## config.mk

```make
export PLATFORM = sky130hd
export DESIGN_NAME = encoder_trigger_gen_flat
export DESIGN_NICKNAME = d
export VERILOG_FILES = /design/src/rtl/encoder_trigger_gen_if.sv /design/src/rtl/encoder_trigger_gen.sv /design/src/flat_wrapper.sv
export SDC_FILE = /design/constraint.sdc
export NUM_CORES = 1
export LEC_CHECK = 0
export ABC_AREA = 1
export BUFFER_PORTS_ARGS = -buffer_cell sky130_fd_sc_hd__clkbuf_2
export CORE_UTILIZATION = 60
export CTS_CLUSTER_DIAMETER = 120
export DETAILED_ROUTE_END_ITERATION = 8
export HOLD_SLACK_MARGIN = 0.15
export PLACE_DENSITY = 0.85
export SETUP_SLACK_MARGIN = 0.3
export SLEW_MARGIN = 20
export SYNTH_ARGS = -nofsm -noshare
export SYNTH_HDL_FRONTEND = slang
export SYNTH_SLANG_ARGS = --single-unit
```

## constraint.sdc

```tcl
create_clock -name clk -period 4.2 [get_ports clk]
set_clock_uncertainty 0.2 [all_clocks]
set_input_delay 0.21 -clock clk [delete_from_list [all_inputs] [get_ports clk]]
set_output_delay 0.21 -clock clk [all_outputs]
set_load 0.005 [all_outputs]
```

## src/rtl/encoder_trigger_gen_if.sv

```systemverilog
// Signal bundle for encoder_trigger_gen.
// The master side drives the raw encoder lines and controls; the slave
// side (the generator) returns the trigger, position and status.
interface encoder_trigger_gen_if #(
  parameter int POS_W = 32
);
  logic             enc_a;
  logic             enc_b;
  logic             enc_z;
  logic             enable;
  logic [31:0]      divisor;
  logic             index_zero_en;
  logic             error_clear;
  logic             encoder_trigger;
  logic [POS_W-1:0] position;
  logic             direction;
  logic             quad_error;

  modport master (
    output enc_a, enc_b, enc_z, enable, divisor, index_zero_en, error_clear,
    input  encoder_trigger, position, direction, quad_error
  );

  modport slave (
    input  enc_a, enc_b, enc_z, enable, divisor, index_zero_en, error_clear,
    output encoder_trigger, position, direction, quad_error
  );
endinterface

```

## src/rtl/encoder_trigger_gen.sv

```systemverilog
// Quadrature encoder conditioning and trigger generation.
// Pipeline: synchroniser -> glitch filter -> decode register -> apply
// register. The fixed depth makes raw-edge-to-trigger latency
// SYNC_STAGES + FILT_LEN + 2 clock edges regardless of phase history.
module encoder_trigger_gen #(
  parameter int SYNC_STAGES = 2,
  parameter int FILT_LEN    = 4,
  parameter int POS_W       = 32
) (
  input  logic                clk,
  input  logic                reset,
  encoder_trigger_gen_if.slave bus
);

  localparam int              CNT_W   = (FILT_LEN > 1) ? $clog2(FILT_LEN) : 1;
  localparam logic [CNT_W-1:0] CNT_MAX = CNT_W'(FILT_LEN - 1);

  // Channel packing used throughout: bit 2 = Z, bit 1 = A, bit 0 = B.
  logic [2:0]       raw;
  logic [2:0]       sync_q [SYNC_STAGES];
  logic [2:0]       synced;
  logic [CNT_W-1:0] filt_cnt_q [3];
  logic [2:0]       filt_q;
  logic [2:0]       prev_q;
  logic             step_fwd_q;
  logic             step_bwd_q;
  logic             illegal_q;
  logic             index_q;

  logic [31:0]      phase_q, phase_d;
  logic [POS_W-1:0] pos_q, pos_d;
  logic             dir_q, dir_d;
  logic             trig_q, trig_d;
  logic             qerr_q, qerr_d;
  logic [31:0]      div;

  assign raw = {bus.enc_z, bus.enc_a, bus.enc_b};
  assign div = bus.divisor;

  // Forward successor in the Gray sequence 00 -> 10 -> 11 -> 01 -> 00 ({A,B}).
  function automatic logic [1:0] fwd_next(input logic [1:0] ab);
    case (ab)
      2'b00:   return 2'b10;
      2'b10:   return 2'b11;
      2'b11:   return 2'b01;
      default: return 2'b00;
    endcase
  endfunction

  // Multi-stage synchroniser for the three asynchronous encoder lines.
  always_ff @(posedge clk or negedge reset) begin
    if (!reset) begin
      // NOTE: every stage of this array is reset so no stale level emerges as a phantom edge after release.
      for (int s = 0; s < SYNC_STAGES; s++) sync_q[s] <= '0;
    end else begin
      // NOTE: non-blocking assignments so each stage samples its neighbour's pre-edge value.
      sync_q[0] <= raw;
      for (int s = 1; s < SYNC_STAGES; s++) sync_q[s] <= sync_q[s-1];
    end
  end

  assign synced = sync_q[SYNC_STAGES-1];

  // Per-channel glitch filter: level changes only after FILT_LEN differing samples in a row.
  always_ff @(posedge clk or negedge reset) begin
    if (!reset) begin
      filt_q <= '0;
      for (int c = 0; c < 3; c++) filt_cnt_q[c] <= '0;
    end else begin
      for (int c = 0; c < 3; c++) begin
        if (synced[c] == filt_q[c]) begin
          filt_cnt_q[c] <= '0;
        end else if (filt_cnt_q[c] == CNT_MAX) begin
          filt_q[c]     <= synced[c];
          filt_cnt_q[c] <= '0;
        end else begin
          filt_cnt_q[c] <= filt_cnt_q[c] + CNT_W'(1);
        end
      end
    end
  end

  // Decode register: classify the filtered {A,B} change and detect index rising edge.
  always_ff @(posedge clk or negedge reset) begin
    if (!reset) begin
      prev_q     <= '0;
      step_fwd_q <= 1'b0;
      step_bwd_q <= 1'b0;
      illegal_q  <= 1'b0;
      index_q    <= 1'b0;
    end else begin
      prev_q     <= filt_q;
      step_fwd_q <= (filt_q[1:0] == fwd_next(prev_q[1:0]));
      step_bwd_q <= (prev_q[1:0] == fwd_next(filt_q[1:0]));
      illegal_q  <= ((filt_q[1:0] ^ prev_q[1:0]) == 2'b11);
      index_q    <= filt_q[2] & ~prev_q[2];
    end
  end

  // Apply stage next-state: position, direction, phase grid, trigger, sticky error.
  always_comb begin
    // NOTE: every _d gets a default first so no path leaves a latch behind.
    phase_d = phase_q;
    pos_d   = pos_q;
    dir_d   = dir_q;
    trig_d  = 1'b0;
    qerr_d  = qerr_q;

    // Set takes priority over a simultaneous clear.
    if (illegal_q)            qerr_d = 1'b1;
    else if (bus.error_clear) qerr_d = 1'b0;

    if (index_q && bus.index_zero_en) begin
      // Index re-anchors the grid; any coincident step is dropped.
      pos_d   = '0;
      phase_d = '0;
    end else begin
      if (step_fwd_q) begin
        pos_d = pos_q + POS_W'(1);
        dir_d = 1'b1;
      end else if (step_bwd_q) begin
        pos_d = pos_q - POS_W'(1);
        dir_d = 1'b0;
      end

      if (!bus.enable || div == '0 || phase_q >= div) begin
        // Disabled, triggering off, or divisor shrank below the phase.
        phase_d = '0;
      end else if (step_fwd_q) begin
        if (phase_q == div - 32'd1) begin
          phase_d = '0;
          trig_d  = 1'b1;
        end else begin
          phase_d = phase_q + 32'd1;
        end
      end else if (step_bwd_q) begin
        phase_d = (phase_q == '0) ? div - 32'd1 : phase_q - 32'd1;
      end
    end
  end

  // Apply stage registers; outputs come straight from these flops.
  always_ff @(posedge clk or negedge reset) begin
    if (!reset) begin
      phase_q <= '0;
      pos_q   <= '0;
      dir_q   <= 1'b1;
      trig_q  <= 1'b0;
      qerr_q  <= 1'b0;
    end else begin
      phase_q <= phase_d;
      pos_q   <= pos_d;
      dir_q   <= dir_d;
      trig_q  <= trig_d;
      qerr_q  <= qerr_d;
    end
  end

  assign bus.encoder_trigger = trig_q;
  assign bus.position        = pos_q;
  assign bus.direction       = dir_q;
  assign bus.quad_error      = qerr_q;

endmodule

```

## src/flat_wrapper.sv

```systemverilog
// flat-port wrapper written by rule: the top's interface ports become plain ports
module encoder_trigger_gen_flat 
#(
  parameter int SYNC_STAGES = 2,
  parameter int FILT_LEN    = 4,
  parameter int POS_W       = 32
)
  (clk, reset, bus_enc_a, bus_enc_b, bus_enc_z, bus_enable, bus_divisor, bus_index_zero_en, bus_error_clear, bus_encoder_trigger, bus_position, bus_direction, bus_quad_error);
  encoder_trigger_gen_if #(.POS_W(POS_W)) bus_i ();
  input  logic clk;
  input  logic reset;
  input wire logic [$bits(bus_i.enc_a)-1:0] bus_enc_a;
  input wire logic [$bits(bus_i.enc_b)-1:0] bus_enc_b;
  input wire logic [$bits(bus_i.enc_z)-1:0] bus_enc_z;
  input wire logic [$bits(bus_i.enable)-1:0] bus_enable;
  input wire logic [$bits(bus_i.divisor)-1:0] bus_divisor;
  input wire logic [$bits(bus_i.index_zero_en)-1:0] bus_index_zero_en;
  input wire logic [$bits(bus_i.error_clear)-1:0] bus_error_clear;
  output wire logic [$bits(bus_i.encoder_trigger)-1:0] bus_encoder_trigger;
  output wire logic [$bits(bus_i.position)-1:0] bus_position;
  output wire logic [$bits(bus_i.direction)-1:0] bus_direction;
  output wire logic [$bits(bus_i.quad_error)-1:0] bus_quad_error;
  assign bus_i.enc_a = bus_enc_a;
  assign bus_i.enc_b = bus_enc_b;
  assign bus_i.enc_z = bus_enc_z;
  assign bus_i.enable = bus_enable;
  assign bus_i.divisor = bus_divisor;
  assign bus_i.index_zero_en = bus_index_zero_en;
  assign bus_i.error_clear = bus_error_clear;
  assign bus_encoder_trigger = bus_i.encoder_trigger;
  assign bus_position = bus_i.position;
  assign bus_direction = bus_i.direction;
  assign bus_quad_error = bus_i.quad_error;
  encoder_trigger_gen #(.SYNC_STAGES(SYNC_STAGES), .FILT_LEN(FILT_LEN), .POS_W(POS_W)) u_core (.clk(clk), .reset(reset), .bus(bus_i));
endmodule
```

==> results summary <==
The layout has 1513 filler cells. The net count of the finished layout came out at 1819. The peak supply drop came out at 0.4463 mV.

The utilization of the core after routing came out at 67.80%. Dividing the detail-routed wire length by the instance count gives 17.10 um. The final routed wirelength across all metal layers is 33010 um.

For the worst-skew pair, the clock arrives at the later sink with an insertion delay of 0.36 ns. The critical path required time came out at 4.24 ns. The post-synth net total is 1756. The first global-routing pass estimated 51740 um of wire.

Across all hold checks on the routed design, the worst slack comes to 0.1510 ns. The final count of negative-setup-slack endpoints is 0. Max-cap violations in this run came to 0. The pin count of the biggest net entering global routing is 54. The internal power contribution is 3.830 mW. In the synthesized netlist the async set-or-reset flop fraction comes to 100.0%. The number of DRC violations after detailed-routing iteration 0 is 1163. The number of global-route vias before repair came out at 10270.

The number of nets still failing antenna checks after routing is 0. The count of buffers from port buffering is 74. The biggest fanout along the worst timing path is 31. The number of register bits inferred by synthesis came out at 89.

The H-tree depth came out at 3. The total power came out at 8.815 mW. The sink count of the clock tree is 89. Registers are responsible for 19.6% of the overall power. The clock-pin slew reported for the worst setup and hold paths after clock tree synthesis is 0.08 ns. The portion of the post-synthesis area used by sequential elements is 22.59%. The arrival time of data at the critical path endpoint came out at 3.45 ns. In this run the power spent charging and discharging nets is 4.985 mW.

The total track usage is 39.76%. Power spread over the standard cell area amounts to 815.5 nW/um2. Summing all non-filler instances in the final layout gives an area of 10810 um2. The initial antenna violation count is 0. The number of DRC violations after detailed routing is 0. The half-perimeter wire length after detailed placement came out at 25910 um. The worst setup path category is in2reg. The share of final-layout standard cells stronger than drive strength 1 came out at 7.876%. The type of the most critical hold path is reg2reg.

The number of hold violations in the final report is 0. Yosys attributes the largest share of cell area to sky130_fd_sc_hd__dfrtp_1 (22%), sky130_fd_sc_hd__nand2_1 (21%), sky130_fd_sc_hd__ha_1 (8.8%), sky130_fd_sc_hd__nor2_1 (8.5%), sky130_fd_sc_hd__inv_1 (6.0%). The maximum clock insertion buffer count is 2.

The count of flip-flops with a built-in enable after synthesis is 0. The CTS buffer count is 9. The via count is 11390. The worst setup path is launched from an input port. The cell at the root of the clock tree is sky130_fd_sc_hd__clkbuf_16.

The post-synth design cell area came out at 9863 um2. The fraction of met1 tracks used by global routing is 52.83%. The placer's final routability congestion estimate came out at 1.031.

The combinational group share of total power is 70.8%. The flow ran to the end, and the final reports show no timing, DRC or antenna violations. The detail-routed via count per cell came out at 5.902.

The count of different cell masters after synthesis came out at 50. Measured against its own limit, the worst slew margin works out to 35.31%. The fmax is 293.6 MHz. The number of slew-limit violations in the final report came to 0. The initial core utilization came out at 61.87%. The total of warnings raised by yosys is 0. The layout overhead on the synthesized area is 9.590%.

The first-pass iteration count of the detailed router is 6. Setup repair after global routing left no endpoint under its margin. The leakage power of the design is 5.658 nW.

In this run the vertical extent of the chip is 130.2 um. TritonCTS built the clock tree. Buffers added to address setup during post-CTS repair amount to 0. Of all cell types, the one taking the most synthesized area is sky130_fd_sc_hd__dfrtp_1.

The die covers 16960 um2. In this run, post-CTS repair resized a total of 0 instances. The time the worst path needs with I/O delays and setup is 3.406 ns. The number of top-level pins came out at 75. The final clock period utilization by the worst path came out at 81.10%. The area of the placeable core came out at 15940 um2. The predominant post-synthesis flop cell is sky130_fd_sc_hd__dfrtp_1.

The clock network accounts for 9.6% of the total power. The switching share of power is 56.55%. The die width came out at 130.2 um. The cell area reported after detailed placement is 10440 um2. After global routing, the most crowded layer is met2. The actual transition at the worst max-transition pin came out at 0.9692 ns.

The worst setup path is captured at a flip-flop. The area share of the largest cell type after synthesis came out at 22.33%. The total overflow reported by the global router is 0.

Each instance of the synthesized netlist takes up on average 5.992 um2. The setup TNS is 0 ns. Counting every instance in the synthesized netlist gives 1646.

The met2 track demand over resource came out at 64.80%. The diode insertion count for antenna repair is 0. The met3 demand-to-capacity share in global routing came out at 8.692%. The row count came out at 46.
cells in the mapped netlist (3+ instances only):
cell	number
sky130_fd_sc_hd__nand3_1	107
sky130_fd_sc_hd__nor3_1	38
sky130_fd_sc_hd__a31oi_1	13
sky130_fd_sc_hd__nor2_4	4
sky130_fd_sc_hd__ha_1	69
sky130_fd_sc_hd__xnor2_1	11
sky130_fd_sc_hd__nor4_1	10
sky130_fd_sc_hd__nor2_2	5
sky130_fd_sc_hd__xor2_1	46
sky130_fd_sc_hd__o221ai_1	3
sky130_fd_sc_hd__buf_2	6
sky130_fd_sc_hd__o21bai_1	3
sky130_fd_sc_hd__dfrtp_1	88
sky130_fd_sc_hd__buf_6	3
sky130_fd_sc_hd__a32o_1	3
sky130_fd_sc_hd__a21boi_0	3
sky130_fd_sc_hd__or2_2	6
sky130_fd_sc_hd__clkbuf_1	35
sky130_fd_sc_hd__o21ai_1	5
sky130_fd_sc_hd__a21oi_1	89
sky130_fd_sc_hd__o21a_1	10
sky130_fd_sc_hd__nand2_1	557
sky130_fd_sc_hd__inv_1	158
sky130_fd_sc_hd__nand4_1	34
sky130_fd_sc_hd__a21o_1	4
sky130_fd_sc_hd__o21ai_0	79
sky130_fd_sc_hd__nor2_1	223
sky130_fd_sc_hd__a211oi_1	5
state kept, by name, indices dropped and copies added (netlist names), 3 cells and up:
signal,cells
u_core.synced,3
u_core.filt_q,3
u_core.bus.position,32
u_core.phase_q,32
u_core.prev_q,3
u_core.sync_q,3
u_core.filt_cnt_q,6
kinds of logic after synthesis:
family | after synthesis | share of synthesized area [%]
compound gates | 223 | 12.56
mux | 2 | 0.2283
buf+inv | 207 | 8.220
simple gates | 997 | 42.15
xor+xnor | 58 | 5.290
flops | 89 | 22.59
fa+ha+maj | 70 | 8.956
critical path, cell delays in order:
cell                       delay, ns
sky130_fd_sc_hd__clkbuf_2       0.11
sky130_fd_sc_hd__inv_1          0.14
sky130_fd_sc_hd__ha_1           0.39
sky130_fd_sc_hd__nand2_4        0.13
sky130_fd_sc_hd__nor2_2         0.26
sky130_fd_sc_hd__nand2_1        0.19
sky130_fd_sc_hd__o21ai_1        0.21
sky130_fd_sc_hd__nand2_1        0.11
sky130_fd_sc_hd__nand2_1        0.09
sky130_fd_sc_hd__nand2_1        0.09
sky130_fd_sc_hd__nor2_1         0.09
sky130_fd_sc_hd__nand2_1        0.05
sky130_fd_sc_hd__nor2_1         0.27
sky130_fd_sc_hd__nand3_2        0.62
sky130_fd_sc_hd__nand2_1        0.24
sky130_fd_sc_hd__nand2_1        0.09
sky130_fd_sc_hd__nand2_1        0.09
sky130_fd_sc_hd__nand2_1        0.04
layout by cell type, fill, tap and decap left out, types with 46 or more instances in the layout:
cell type and instances:
sky130_fd_sc_hd__o21ai_0 79, sky130_fd_sc_hd__dfrtp_1 88, sky130_fd_sc_hd__inv_1 158, sky130_fd_sc_hd__ha_1 69, sky130_fd_sc_hd__clkbuf_2 73, sky130_fd_sc_hd__a21oi_1 89, sky130_fd_sc_hd__nor2_1 222, sky130_fd_sc_hd__nand3_1 107
sky130_fd_sc_hd__xor2_1 46, sky130_fd_sc_hd__nand2_1 557
path summary, 6_finish.rpt:
kind / from / end / slack (ns) / cells past startpoint
min in group asynchronous: reset / u_core.phase_q[30] / 0.26 / 2
max reg2reg: u_core.step_fwd_q / u_core.bus.position[31] / 0.86 / 13
max: bus_divisor[0] / u_core.phase_q[17] / 0.79 / 18
min reg2reg: u_core.sync_q[5] / u_core.synced[2] / 0.15 / 0
min: u_core.sync_q[5] / u_core.synced[2] / 0.15 / 0
max in group asynchronous: reset / u_core.bus.direction / 2.55 / 3
cell type report:
cell class	instances	area [um2]	area share, %
Clock inverter	7	82.58	0.7640
Inverter	160	600.6	5.556
Multi-Input combinational cell	1350	6827	63.16
Clock buffer	9	225.2	2.084
Timing Repair Buffer	99	575.6	5.325
Sequential cell	89	2228	20.62
Tap cell	216	270.3	2.500
what timing repair did:
item | in CTS | in global routing
hold endpoints to repair | 60 | 0
hold buffers | 6 | 0
setup endpoints to repair | 0 | 0
layer usage:
layer,routed length (um),up-vias
li1,-,5487
met1,14060,5270
met2,14960,566
met3,3195,67
met4,793,0
met5,0,-
power by group through the flow:
stage	Sequential, mW	Combinational, mW	Clock (mW)
floorplan	1.47	4.52	0
global placement	1.70	5.87	0
detailed placement	1.71	6.02	0
CTS	1.70	6.09	0.846
global route	1.75	7.00	0.872
finish	1.72	6.24	0.847
per-stage QoR:
step                instances  setup WS [ns]
detailed placement       1908         0.6138
CTS                      1930         0.9160
finish                   1930         0.7939
global route             1930         0.5087
global placement         1908         0.6723
floorplan                1646         0.5629
(Power assumes the default switching activity.)
